==> src/rtl/rv32_pkg.sv <==
// Shared RV32 core types: register addresses and the pipeline controller state.
package rv32;

    typedef logic [4:0] gpr_addr_t;

    typedef enum logic [1:0] {
        RUN   = 2'd0,
        DWAIT = 2'd1,
        WFI   = 2'd2
    } pctl_state_t;

endpackage

==> src/rtl/pipeline_ctrl_load_use.sv <==
// Load-use hazard comparator: EX-stage load feeding a source register read in ID.
module load_use_detect
    import rv32::*;
(
    input  logic      ex_load,
    input  gpr_addr_t ex_dest,
    input  gpr_addr_t id_rs1,
    input  gpr_addr_t id_rs2,
    input  logic      id_rs1_used,
    input  logic      id_rs2_used,
    output logic      hazard_o
);

    // x0 is hardwired to zero, so a load targeting it never creates a dependency.
    always_comb begin
        hazard_o = ex_load && (ex_dest != '0) &&
                   ((id_rs1_used && (id_rs1 == ex_dest)) ||
                    (id_rs2_used && (id_rs2 == ex_dest)));
    end

endmodule

==> src/rtl/pipeline_ctrl.sv <==
// Stall/squash scheduler for the five-stage pipeline, with dmem wait timeout and WFI sleep.
module pipeline_ctrl
    import rv32::*;
#(
    parameter int unsigned TIMEOUT_CYCLES = 255
) (
    input  logic      clk,
    input  logic      rst_n,
    input  logic      trap_i,
    input  logic      dmem_busy_i,
    input  logic      imem_busy_i,
    input  logic      branch_taken_i,
    input  logic      ex_load_i,
    input  gpr_addr_t ex_dest_i,
    input  gpr_addr_t id_rs1_i,
    input  gpr_addr_t id_rs2_i,
    input  logic      id_rs1_used_i,
    input  logic      id_rs2_used_i,
    input  logic      wfi_i,
    input  logic      irq_pending_i,
    output logic      stall_pc_o,
    output logic      stall_if_id_o,
    output logic      stall_id_ex_o,
    output logic      stall_ex_mem_o,
    output logic      squash_if_id_o,
    output logic      squash_id_ex_o,
    output logic      squash_ex_mem_o,
    output logic      squash_mem_wb_o,
    output logic      redirect_o,
    output logic      bus_timeout_o,
    output logic      wfi_active_o
);

    localparam int unsigned CntW = $clog2(TIMEOUT_CYCLES + 1);
    localparam logic [CntW-1:0] CntMax  = CntW'(TIMEOUT_CYCLES);
    localparam logic [CntW-1:0] CntLast = CntW'(TIMEOUT_CYCLES - 1);

    pctl_state_t     state_q, state_d;
    logic [CntW-1:0] cnt_q, cnt_d;
    logic            load_use;

    load_use_detect u_load_use (
        .ex_load     (ex_load_i),
        .ex_dest     (ex_dest_i),
        .id_rs1      (id_rs1_i),
        .id_rs2      (id_rs2_i),
        .id_rs1_used (id_rs1_used_i),
        .id_rs2_used (id_rs2_used_i),
        .hazard_o    (load_use)
    );

    always_ff @(posedge clk or negedge rst_n) begin
        if (!rst_n) begin
            state_q <= RUN;
            cnt_q   <= '0;
        end else begin
            state_q <= state_d;
            cnt_q   <= cnt_d;
        end
    end

    always_comb begin
        state_d = RUN;
        cnt_d   = '0;
        if (state_q == WFI) begin
            if (!trap_i && !irq_pending_i) begin
                state_d = WFI;
            end
        end else if (trap_i) begin
            state_d = RUN;
        end else if (dmem_busy_i) begin
            state_d = DWAIT;
            cnt_d   = (cnt_q == CntMax) ? cnt_q : cnt_q + 1'b1;
        end else if (wfi_i) begin
            state_d = WFI;
        end
    end

    always_comb begin
        stall_pc_o      = 1'b0;
        stall_if_id_o   = 1'b0;
        stall_id_ex_o   = 1'b0;
        stall_ex_mem_o  = 1'b0;
        squash_if_id_o  = 1'b0;
        squash_id_ex_o  = 1'b0;
        squash_ex_mem_o = 1'b0;
        squash_mem_wb_o = 1'b0;
        redirect_o      = 1'b0;
        bus_timeout_o   = 1'b0;
        wfi_active_o    = 1'b0;
        if (!rst_n) begin
            // Flush every stage register to a bubble while held in reset.
            squash_if_id_o  = 1'b1;
            squash_id_ex_o  = 1'b1;
            squash_ex_mem_o = 1'b1;
            squash_mem_wb_o = 1'b1;
        end else if (trap_i) begin
            squash_if_id_o  = 1'b1;
            squash_id_ex_o  = 1'b1;
            squash_ex_mem_o = 1'b1;
            squash_mem_wb_o = 1'b1;
            redirect_o      = 1'b1;
        end else if (state_q == WFI || dmem_busy_i) begin
            stall_pc_o      = 1'b1;
            stall_if_id_o   = 1'b1;
            stall_id_ex_o   = 1'b1;
            stall_ex_mem_o  = 1'b1;
            squash_mem_wb_o = 1'b1;
            wfi_active_o    = (state_q == WFI);
            bus_timeout_o   = (state_q != WFI) && (cnt_q == CntLast);
        end else if (branch_taken_i) begin
            squash_if_id_o = 1'b1;
            squash_id_ex_o = 1'b1;
            redirect_o     = 1'b1;
        end else if (load_use) begin
            stall_pc_o     = 1'b1;
            stall_if_id_o  = 1'b1;
            squash_id_ex_o = 1'b1;
        end else if (imem_busy_i) begin
            stall_pc_o     = 1'b1;
            squash_if_id_o = 1'b1;
        end
    end

endmodule

==> config.mk <==
export PLATFORM = sky130hd
export DESIGN_NAME = pipeline_ctrl
export DESIGN_NICKNAME = d
export VERILOG_FILES = /design/src/rtl/rv32_pkg.sv /design/src/rtl/pipeline_ctrl_load_use.sv /design/src/rtl/pipeline_ctrl.sv
export SDC_FILE = /design/constraint.sdc
export NUM_CORES = 1
export LEC_CHECK = 0
export CORE_ASPECT_RATIO = 1.2
export CORE_UTILIZATION = 35
export DETAILED_ROUTE_END_ITERATION = 8
export GPL_ROUTABILITY_DRIVEN = 1
export MAX_ROUTING_LAYER = met4
export PLACE_DENSITY = 0.82
export SLEW_MARGIN = 15
export SYNTH_ARGS = -nofsm -noshare
export SYNTH_HDL_FRONTEND = slang
export SYNTH_SLANG_ARGS = --single-unit
==> constraint.sdc <==
create_clock -name clk -period 1.6 [get_ports clk]
set_input_delay 0.24 -clock clk [delete_from_list [all_inputs] [get_ports clk]]
set_output_delay 0.24 -clock clk [all_outputs]
set_load 0.01 [all_outputs]
==> key figures, run 1 <==
Power and ir drop
  – Sw Ratio: 26.4%
  – Clk network pwr share: 24.9%
  – P_leak: 0.000638 uW
  – Int Power: 474 uW
  – Sequential Power Share: 40.7%
  – VDD IR-drop max: 0.000555 V
  – Combinational power share: 34.5%
  – Power per cell area: 479 mW/mm^2
  – Net Switching: 170 uW

Worst setup path
  – Crit path buffers/inverters: 2
  – Worst Path Required: 1360 ps
  – Critical Path, Cell by Cell: buf_6 > or4_4 > o21a_4 > a21oi_2 > o22ai_1 > buf_2
  – Crit path max-delay cell type: or4_4
  – CP endpoint kind: output port
  – Setup crit start kind: primary input
  – CP delay by family, top: simple AND/OR/NAND/NOR gates
  – Critical path type: in -> out
  – Slowest stage delay, CP: 530 ps
  – Crit Path Max Fanout: 3
  – Critical Path AT: 1460 ps

Synth
  – Post-synthesis cell count: 89
  – Async SR Flop Fraction: 100%
  – Synth top area share: 34.8%
  – Syn nets: 117
  – Synth area leaders: dfrtp_1 (35%), xnor2_1 (13%), nor2_1 (7.3%)
  – Sequential-to-total area share from yosys stat: 34.8%
  – Post-synth EDFFs: 0
  – Top_reg_cell synth: dfrtp_1
  – Synth area leader: dfrtp_1
  – Most common cell in the synthesized netlist: nor2_1
  – Mapped Avg Cell Area: 8.08 um^2
  – Yosys warning count: 0
  – Synth Register Bits: 10
  – Netlist cell types: 25
  – Synth Cell Area: 719 um^2
  – Synth cell count leaders: nor2_1 (14), xnor2_1 (11), dfrtp_1 (10)

Floorplan
  – Die Ht: 51.7 um
  – Die W: 43.4 um
  – Area of the core: 0.00189 mm^2
  – Starting Density: 38.0%
  – Die area: 0.00224 mm^2
  – I/O pin count: 37
  – Num rows: 17

Detailed routing
  – Drt first-iter violations: 25
  – Initial DRT Pass Iterations: 6
  – DRC errors left: 13
  – Vias per cell: 5.28
  – DRT Wirelength: 2340 um
  – DR vias: 892
  – Detail Route Antenna Nets: 0
  – WL/cell: 13.9 um

Timing
  – Unrepaired setup endpoints after global routing: yes
  – Fin. Hold Viols: 0
  – Final period util: 106%
  – FMAX: 0.589 GHz
  – Worst slew pin tran: 220 ps
  – Tmin final: 1700 ps
  – Final Skew: 0.599 ps
  – Slew Limit Fails: 0
  – Slew headroom: 85.3%
  – Final setup vio count: 4
  – Final setup margin: -97.6 ps
  – WHS: 96.5 ps
  – Final setup TNS: -252 ps

Global route
  – M3 GR Usage: 3.82%
  – Gr ovfl total: 0
  – First-pass GRT wire length: 3820 um
  – Largest net degree at the start of global routing: 13
  – Vias in the first global route: 921
  – Initial antenna violation count: 0
  – Met2 Track Usage GR: 42.9%
  – Grt met1 use: 25.3%
  – GRT Util Overall: 23.4%
  – Grt peak-use layer: met2

Clock network
  – Sink Count: 10
  – TritonCTS clock tree: done
  – Clock latency on the worst-skew pair: 260 ps
  – CTS Hold Bufs: 0
  – Max Buffers Root-to-Sink: 2
  – Clock root buffer: clkbuf_4
  – Clock-pin slew on the worst setup and hold paths: 60 ps
  – CTS Buf Count: 3
  – Total number of H-tree levels: 1

Hold path
  – Hold Crit Class: in -> async

Finish
  – Final core utilization: 71.0%
  – Diodes inserted: 0
  – Net count, final: 180
  – Area Overhead vs Synth: 86.8%
  – Layout cells sized above 1: 39.3%
  – Non-filler cells, final: 169

Placed design
  – Inst Count DP: 163
  – Placer Congestion: 0.868
  – Input/output buffers: 36
  – Post-DP HPWL: 1760 um

Run
  – Number of max-cap violations: 0

Outcome
  – Status: finished with violations
  – Failing checks: DRC, setup timing
## power groups by stage
stage                     logic, uW  clock network [uW]  registers (uW)
after floorplan                68.9                   0             266
after global placement          201                   0             265
after detailed placement        205                   0             265
after CTS                       205                 166             262
after global routing            239                 176             262
final                           222                 160             262
## cell type report
type	instances	area, um^2
clock buffer	3	22.5
timing repair buffer	59	497
tap	19	23.8
fill	160	549
inverter	4	15.0
multi-input combinational	74	536
sequential	10	250
## registers in the layout, summed over array words and instances (netlist names)
| register | count |
|---|---|
| cnt_q | 8 |
| state_q | 2 |
## final timing paths
kind / start / to / slack, ps / depth (start not counted)
hold reg to reg: cnt_q[6] / cnt_q[6] / 570 / 2
max in group asynchronous: rst_n / cnt_q[6] / 1350 / 2
min in group clk: trap_i / state_q[1] / 480 / 3
hold / removal: rst_n / cnt_q[2] / 100 / 2
setup reg to reg: cnt_q[0] / cnt_q[3] / 140 / 6
setup / recovery: ex_dest_i[2] / stall_pc_o / -100 / 6
## cells in the final DEF (no fill, tap or decap), drive strengths merged, types with 2 or more instances in the layout
cell type,instances
ha,2
buf,34
nand4,4
clkdlybuf4s50,8
o22ai,3
o21a,2
xnor2,11
a31oi,2
dlygate4sd2,8
nand3,8
a21oi,3
nor2,14
a211oi,2
dfrtp,10
nand2b,2
nor2b,2
inv,4
and3,2
and2,2
nand2,6
clkdlybuf4s15,6
clkbuf,5
o21ai,4
## through the flow
stage	power (uW)	worst slack (ps)	cell area [um^2]
finish	644	-97.6	1340
global route	678	-129	1340
CTS	633	-88.7	1290
detailed placement	470	-845	1250
global placement	466	-822	1250
floorplan	335	118	719
## per-layer routing
layer,up-vias,routed length [um]
met5,-,0
met4,0,31
li1,437,-
met1,405,950
met2,46,1160
met3,4,196
## logic make-up (layout without fill, tap and decap cells)
family | count (synthesis) | in the layout | synth area share (%)
and+or+nand+nor | 43 | 43 | 29.2
AOI/OAI and AO/OA | 17 | 17 | 14.8
xor gates and xnor gates | 12 | 12 | 14.6
DFF | 10 | 10 | 34.8
buffers and inverters | 5 | 66 | 3.13
adders and majority gates | 2 | 2 | 3.48
## what timing repair did
item | 4_1_cts | 5_1_grt
setup buffers | 2 | 1
setup endpoints to repair | 11 | 7
pin swaps | 22 | 13
gates resized for setup | 85 | 17
Power figures use the tool's default switching activity.
==> run 2: changes to the inputs <==
--- a/config.mk
+++ b/config.mk
@@ -5,12 +5,15 @@
 export SDC_FILE = /design/constraint.sdc
 export NUM_CORES = 1
 export LEC_CHECK = 0
+export ABC_AREA = 1
+export CELL_PAD_IN_SITES_DETAIL_PLACEMENT = 1
+export CELL_PAD_IN_SITES_GLOBAL_PLACEMENT = 2
 export CORE_ASPECT_RATIO = 1.2
-export CORE_UTILIZATION = 35
+export CORE_UTILIZATION = 19
 export DETAILED_ROUTE_END_ITERATION = 8
 export GPL_ROUTABILITY_DRIVEN = 1
 export MAX_ROUTING_LAYER = met4
-export PLACE_DENSITY = 0.82
+export PLACE_DENSITY_LB_ADDON = 0.1
 export SLEW_MARGIN = 15
 export SYNTH_ARGS = -nofsm -noshare
 export SYNTH_HDL_FRONTEND = slang
==> run 2 against run 1 <==
Compared with the run above: the run now ends clean; register-to-register slack better by 30 ps; total power is 14% higher; non-clock buffer count stayed put; synthesized area rose by 26%; combinational power shrank 5%; worst setup slack improved by 170 ps; critical path type unchanged; largest power group is now the clock network.
==> key figures, run 2 <==
Outcome
  – Status: completed

Global route
  – Largest net degree at the start of global routing: 12 (-1)
  – GRT Util Overall: 12.1% (-11 points)
  – Initial antenna violation count: 0 (unchanged)
  – Gr ovfl total: 0 (unchanged)
  – Vias in the first global route: 1089 (+18%)
  – First-pass GRT wire length: 4690 um (+23%)

Synth
  – Syn nets: 170 (+45%)
  – Synth area leaders: dfrtp_1 (28%), nand2_1 (16%), inv_1 (8.3%)
  – Synth Register Bits: 10 (unchanged)
  – Post-synth EDFFs: 0 (unchanged)
  – Mapped Avg Cell Area: 6.39 um^2 (-21%)
  – Synth Cell Area: 907 um^2 (+26%)
  – Synth top area share: 27.6% (-7.2 points)
  – Most common cell in the synthesized netlist: nand2_1
  – Yosys warning count: 0 (unchanged)
  – Synth area leader: dfrtp_1
  – Post-synthesis cell count: 142 (+60%)
  – Async SR Flop Fraction: 100% (unchanged)
  – Top_reg_cell synth: dfrtp_1
  – Netlist cell types: 27 (+8.0%)
  – Sequential-to-total area share from yosys stat: 27.6% (-7.2 points)
  – Synth cell count leaders: nand2_1 (39), inv_1 (20), nor2_1 (14)

Worst setup path
  – CP delay by family, top: buffers and inverters
  – Crit path max-delay cell type: clkdlybuf4s50_1
  – Crit Path Max Fanout: 4 (+1)
  – Setup crit start kind: primary input
  – CP endpoint kind: output port
  – Critical path type: in -> out
  – Slowest stage delay, CP: 460 ps (-70 ps)
  – Crit path buffers/inverters: 4 (+2)
  – Critical Path AT: 1290 ps (-170 ps)
  – Worst Path Required: 1360 ps (about the same)
  – Critical Path, Cell by Cell: clkdlybuf4s50_1 > o21ai_1 > inv_1 > nand2_2 > buf_6 > a21oi_2 > buf_2

Timing
  – Final Skew: 1.18 ps (+0.584 ps)
  – Final setup TNS: 0 ps (+252 ps)
  – Worst slew pin tran: 267 ps (+46.7 ps)
  – Fin. Hold Viols: 0 (unchanged)
  – Unrepaired setup endpoints after global routing: yes
  – FMAX: 0.655 GHz (+11%)
  – Tmin final: 1530 ps (-171 ps)
  – Final setup vio count: 0 (-4)
  – Slew Limit Fails: 0 (unchanged)
  – Final period util: 95.4% (-11 points)
  – Slew headroom: 82.2% (-3.1 points)
  – WHS: 87.4 ps (-9.11 ps)

Clock network
  – TritonCTS clock tree: done
  – CTS Buf Count: 3 (unchanged)
  – Total number of H-tree levels: 1 (unchanged)
  – Sink Count: 10 (unchanged)
  – Clock root buffer: clkbuf_8
  – Clock-pin slew on the worst setup and hold paths: 50 ps (about the same)
  – Max Buffers Root-to-Sink: 2 (unchanged)
  – CTS Hold Bufs: 0 (unchanged)
  – Clock latency on the worst-skew pair: 240 ps (-20 ps)

Finish
  – Area Overhead vs Synth: 65.7%
  – Layout cells sized above 1: 44.3% (+5.0 points)
  – Most common cell after layout, fill and taps aside: nand2_1
  – Diodes inserted: 0 (unchanged)
  – Net count, final: 233 (+29%)
  – Commonest non-fill, non-tap cells in the layout: nand2_1 (37), buf_4 (19), inv_1 (16)
  – Max reg flops: 8 (unchanged)
  – Biggest register: cnt_q
  – Biggest registers after layout: cnt_q (8), state_q (2)

Detailed routing
  – DRC errors left: 0 (-13)
  – Initial DRT Pass Iterations: 2 (-4)
  – DR vias: 1065 (+19%)
  – Vias per cell: 4.08 (-23%)
  – Detail Route Antenna Nets: 0 (unchanged)
  – WL/cell: 10.7 um (-23%)
  – DRT Wirelength: 2800 um (+19%)
  – Drt first-iter violations: 12 (-52%)

Floorplan
  – Area of the core: 0.00459 mm^2 (+140%)
  – Die area: 0.00506 mm^2 (+130%)
  – Num rows: 27 (+10)
  – Die Ht: 77.7 um (+50%)
  – I/O pin count: 37 (unchanged)
  – Starting Density: 19.7% (-18 points)
  – Die W: 65.1 um (+50%)

Power and ir drop
  – VDD IR-drop max: 0.000334 V (-40%)
  – Final Total Pwr: 737 uW (+14%)
  – P_leak: 0.000789 uW (+24%)
  – Power per cell area: 490 mW/mm^2 (+2.3%)

Placed design
  – Input/output buffers: 36 (unchanged)
  – Post-DP HPWL: 2360 um (+34%)
  – Placer Congestion: 0.814 (-6.3%)

Hold path
  – Hold Crit Class: in -> async

Run
  – Number of max-cap violations: 0 (unchanged)
## run 2: cell count changes after synthesis, moves of 3 or more
cell     before  now
o21ai_1       1    5
xnor2_1      11    0
nor2_4        0    3
inv_2         0   10
nand2_1       6   39
inv_1         4   20
nand2_2       0    8
## run 2: worst reg2reg max path: cells and delay by family, from the launching register on
| kind | cells | cell delay, ps |
|---|---|---|
| buffers and inverters | 2 | 200 |
| AOI/OAI and AO/OA | 1 | 190 |
| adders and majority gates | 1 | 220 |
| DFF | 1 | 380 |
| and+or+nand+nor | 4 | 300 |
## run 2: per-layer routing
metal / GRT usage (%) / up-vias / share of wire [%] / routed length (um)
li1: - / 559 / - / -
met1: 13.9 / 484 / 41 / 1160
met2: 21.4 / 18 / 54 / 1510
met3: 0.882 / 4 / 3.1 / 86
met4: 4.57 / 0 / 1.5 / 43
met5: - / - / 0 / 0
## run 2: power by group
| part | leakage (uW) | switching (uW) | internal, uW |
|---|---|---|---|
| Combinational | 0.000630 | 108 | 102 |
| Sequential | 0.000137 | 2.74 | 259 |
| Clock | 0.0000216 | 99.1 | 165 |
| Total | 0.000789 | 210 | 526 |
## run 2: path summary, 6_finish.rpt
path	start	to	slack, ps	cells after the start
max in group asynchronous	rst_n	cnt_q[0]	1380	2
setup reg to reg	cnt_q[0]	cnt_q[5]	170	8
min in group clk	dmem_busy_i	cnt_q[4]	510	6
hold / removal	rst_n	state_q[0]	90	2
hold reg to reg	cnt_q[7]	cnt_q[7]	530	2
setup / recovery	ex_load_i	stall_if_id_o	70	7
## run 2: layout make-up
cell class / instances / area [um^2]
Clock buffer: 3 / 41.3
Fill cell: 606 / 3090
Inverter: 31 / 119
Multi-Input combinational cell: 100 / 569
Sequential cell: 10 / 250
Tap cell: 58 / 72.6
Timing Repair Buffer: 59 / 450
## run 2: logic make-up after synthesis
logic type	count (synthesis)	share of synthesized area, %
AND/OR/NAND/NOR	80	44.1
buffers and inverters	32	13.9
AO/OA/AOI/OAI	18	11.6
flip-flops	10	27.6
adder cells (fa/ha/maj)	2	2.76
## run 2: metrics by stage
| stage | utilization, % | instances | setup slack, ps | area, um^2 |
|---|---|---|---|---|
| global placement | 32.9 | 257 | -609 | 1510 |
| floorplan | - | 142 | 326 | 907 |
| CTS | 33.5 | 261 | -3.73 | 1540 |
| detailed placement | 32.9 | 257 | -630 | 1510 |
| global route | 32.7 | 261 | -7.71 | 1500 |
| finish | 32.7 | 261 | 73.0 | 1500 |
## run 2: repair_timing
action	4_1_cts	5_1_grt
gates resized for setup	77	26
pin swaps	16	9
setup buffers	1	0
setup endpoints to repair	11	9
==> run 3: changes to the inputs <==
--- a/config.mk
+++ b/config.mk
@@ -8,7 +8,6 @@
 export ABC_AREA = 1
 export CELL_PAD_IN_SITES_DETAIL_PLACEMENT = 1
 export CELL_PAD_IN_SITES_GLOBAL_PLACEMENT = 2
-export CORE_ASPECT_RATIO = 1.2
 export CORE_UTILIZATION = 19
 export DETAILED_ROUTE_END_ITERATION = 8
 export GPL_ROUTABILITY_DRIVEN = 1
==> run 3 against run 2 <==
Compared with the run above: the flow now finishes with violations (DRC); worst hold slack improved by 13 ps; first-iteration DRC count rose by 130%; largest cell class unchanged; highest routed layer unchanged; non-clock buffer count rose by 3; register-to-register slack barely moved; final area rose by 2.2%; core utilization rose by 1.6 points.
==> key figures, run 3 (synthesis gave the netlist of run 2 again) <==
Outcome
  – Status: finished with violations
  – Failing checks: DRC

Detailed routing
  – WL/cell: 10.9 um (+1.5%)
  – DRC errors left: 2 (+2)
  – DR vias: 1082 (+1.6%)
  – Vias per cell: 4.18 (+2.4%)
  – WL met3: 108 um (+26%)
  – Detail Route Antenna Nets: 0 (unchanged)
  – DR WL met2: 1460 um (-3.3%)
  – Max Used Layer: met4
  – Metal-1 WL: 1230 um (+6.7%)
  – Drt first-iter violations: 27 (+15)
  – Initial DRT Pass Iterations: 8 (+6)
  – DRT Wirelength: 2820 um (+0.68%)

Hold path
  – Hold Crit Class: in -> async

Clock network
  – Sink Count: 10 (unchanged)
  – Max Buffers Root-to-Sink: 2 (unchanged)
  – Clock latency on the worst-skew pair: 230 ps (about the same)
  – Total number of H-tree levels: 1 (unchanged)
  – CTS Buf Count: 3 (unchanged)
  – CTS Hold Bufs: 0 (unchanged)
  – Clock-pin slew on the worst setup and hold paths: 50 ps (about the same)
  – TritonCTS clock tree: done
  – Clock root buffer: clkbuf_8

Finish
  – Max reg flops: 8 (unchanged)
  – Biggest registers after layout: cnt_q (8), state_q (2)
  – Commonest non-fill, non-tap cells in the layout: nand2_1 (37), buf_4 (25), inv_1 (17)
  – Net count, final: 236 (+1.3%)
  – Non-filler cells, final: 259 (-0.77%)
  – Area Overhead vs Synth: 69.2%
  – Layout cells sized above 1: 39.6% (-4.7 points)
  – Biggest register: cnt_q
  – Diodes inserted: 0 (unchanged)
  – Most common cell after layout, fill and taps aside: nand2_1

Global route
  – First-pass GRT wire length: 4910 um (+4.7%)
  – GRT Util Overall: 12.3% (+0.22 points)
  – Initial antenna violation count: 0 (unchanged)
  – Largest net degree at the start of global routing: 12 (unchanged)
  – Gr ovfl total: 0 (unchanged)
  – Vias in the first global route: 1161 (+6.6%)

Placed design
  – Post-DP HPWL: 2400 um (+1.5%)
  – Input/output buffers: 36 (unchanged)
  – Inst Count DP: 253 (-1.6%)
  – Placer Congestion: 0.746 (-8.3%)

Worst setup path
  – CP endpoint kind: output port
  – Critical Path, Cell by Cell: nand2_2 > nand2_2 > inv_2 > nand2_2 > nand2_2 > inv_2 > a21oi_1 > buf_2
  – Crit path buffers/inverters: 3 (-1)
  – Slowest stage delay, CP: 360 ps (-100 ps)
  – Most frequent CP cell: nand2_2
  – Crit Path Max Fanout: 3 (-1)
  – R2r setup slk: 160 ps (about the same)
  – Worst Path Required: 1360 ps (about the same)
  – Critical path type: reg -> out
  – Crit path max-delay cell type: dfrtp_1
  – Setup crit start kind: register
  – Critical Path AT: 1270 ps (-20 ps)
  – CP delay by family, top: flip-flops

Floorplan
  – Area of the core: 0.00447 mm^2 (-2.6%)
  – Starting Density: 20.3% (+0.53 points)
  – I/O pin count: 37 (unchanged)
  – Die Ht: 71.1 um (-8.5%)
  – Die area: 0.00505 mm^2 (about the same)
  – Num rows: 24 (-11%)
  – Die W: 71.1 um (+9.3%)

Power and ir drop
  – Final Total Pwr: 793 uW (+7.7%)
  – VDD IR-drop max: 0.000324 V (-3.2%)
  – Power per cell area: 517 mW/mm^2 (+5.4%)
  – P_leak: 0.000812 uW (+2.9%)

Timing
  – Final setup vio count: 0 (unchanged)
  – FMAX: 0.662 GHz (+1.1%)
  – Final Skew: 1.82 ps (+0.635 ps)
  – Worst slew pin tran: 255 ps (-11.3 ps)
  – Slew headroom: 82.8% (+0.61 points)
  – Slew Limit Fails: 0 (unchanged)
  – Tmin final: 1510 ps (-16.5 ps)
  – Unrepaired setup endpoints after global routing: yes
  – Fin. Hold Viols: 0 (unchanged)
  – Final period util: 94.4% (-1.0 points)

Run
  – Number of max-cap violations: 0 (unchanged)
==> run 3: cell count changes in the layout (fill, tap and decap cells not counted), moves of 2 or more <==
cell | previous run | this run
clkdlybuf4s15_1 | 1 | 5
buf_2 | 11 | 8
dlygate4sd2_1 | 8 | 12
buf_4 | 19 | 25
a21oi_1 | 1 | 4
a21oi_2 | 4 | 1
buf_6 | 3 | 1
clkbuf_2 | 9 | 4
==> run 3: repair_timing <==
action | CTS | global route
setup endpoints to repair | 11 | 9
setup buffers | 1 | 1
pin swaps | 14 | 7
gates resized for setup | 68 | 14
==> run 3: worst reg2reg max path, cell delays in order, from the launching register on <==
cell and delay, ps:
dfrtp_1 380, buf_4 140, ha_1 220, nand2_2 100, nor2_4 50, nand3_4 90
nand2_2 60, o31ai_1 210, inv_1 60
==> run 3: stage by stage <==
step	instance area, um^2	utilization (%)	hold slack, ps	TNS (ps)	worst slack, ps
floorplan	907	-	-55.6	0	326
global placement	1510	33.6	531	-5160	-605
detailed placement	1510	33.6	535	-5370	-645
CTS	1530	34.2	105	0	11.4
global route	1540	34.3	130	-35.7	-14.4
finish	1540	34.3	100	0	89.5
==> run 3: power by group <==
| group | internal, uW | switching (uW) |
|---|---|---|
| clock | 216 | 95.2 |
| combinational | 111 | 110 |
| sequential | 259 | 2.76 |
| total | 585 | 208 |
==> run 3: path summary, 6_finish.rpt <==
check                       startpoint              to  cells past startpoint
setup / recovery            state_q[1]  squash_if_id_o                      8
setup reg to reg              cnt_q[0]        cnt_q[5]                      8
max in group asynchronous        rst_n        cnt_q[0]                      2
hold reg to reg               cnt_q[7]        cnt_q[7]                      2
hold / removal                   rst_n        cnt_q[2]                      2
min in group clk           dmem_busy_i        cnt_q[4]                      6
==> run 3: final cells by class <==
cell class | instances | area (um^2)
Multi-Input combinational cell | 100 | 558
Timing Repair Buffer | 62 | 488
Fill cell | 577 | 2940
Sequential cell | 10 | 250
Inverter | 31 | 119
Clock buffer | 4 | 55.1
Tap cell | 52 | 65.1
==> run 3: layer usage <==
metal  track usage [%]  vias to the layer above
met5                 -                        -
met2              22.6                       23
met1              13.9                      490
met3              1.99                        2
li1                  -                      567
met4              2.67                        0
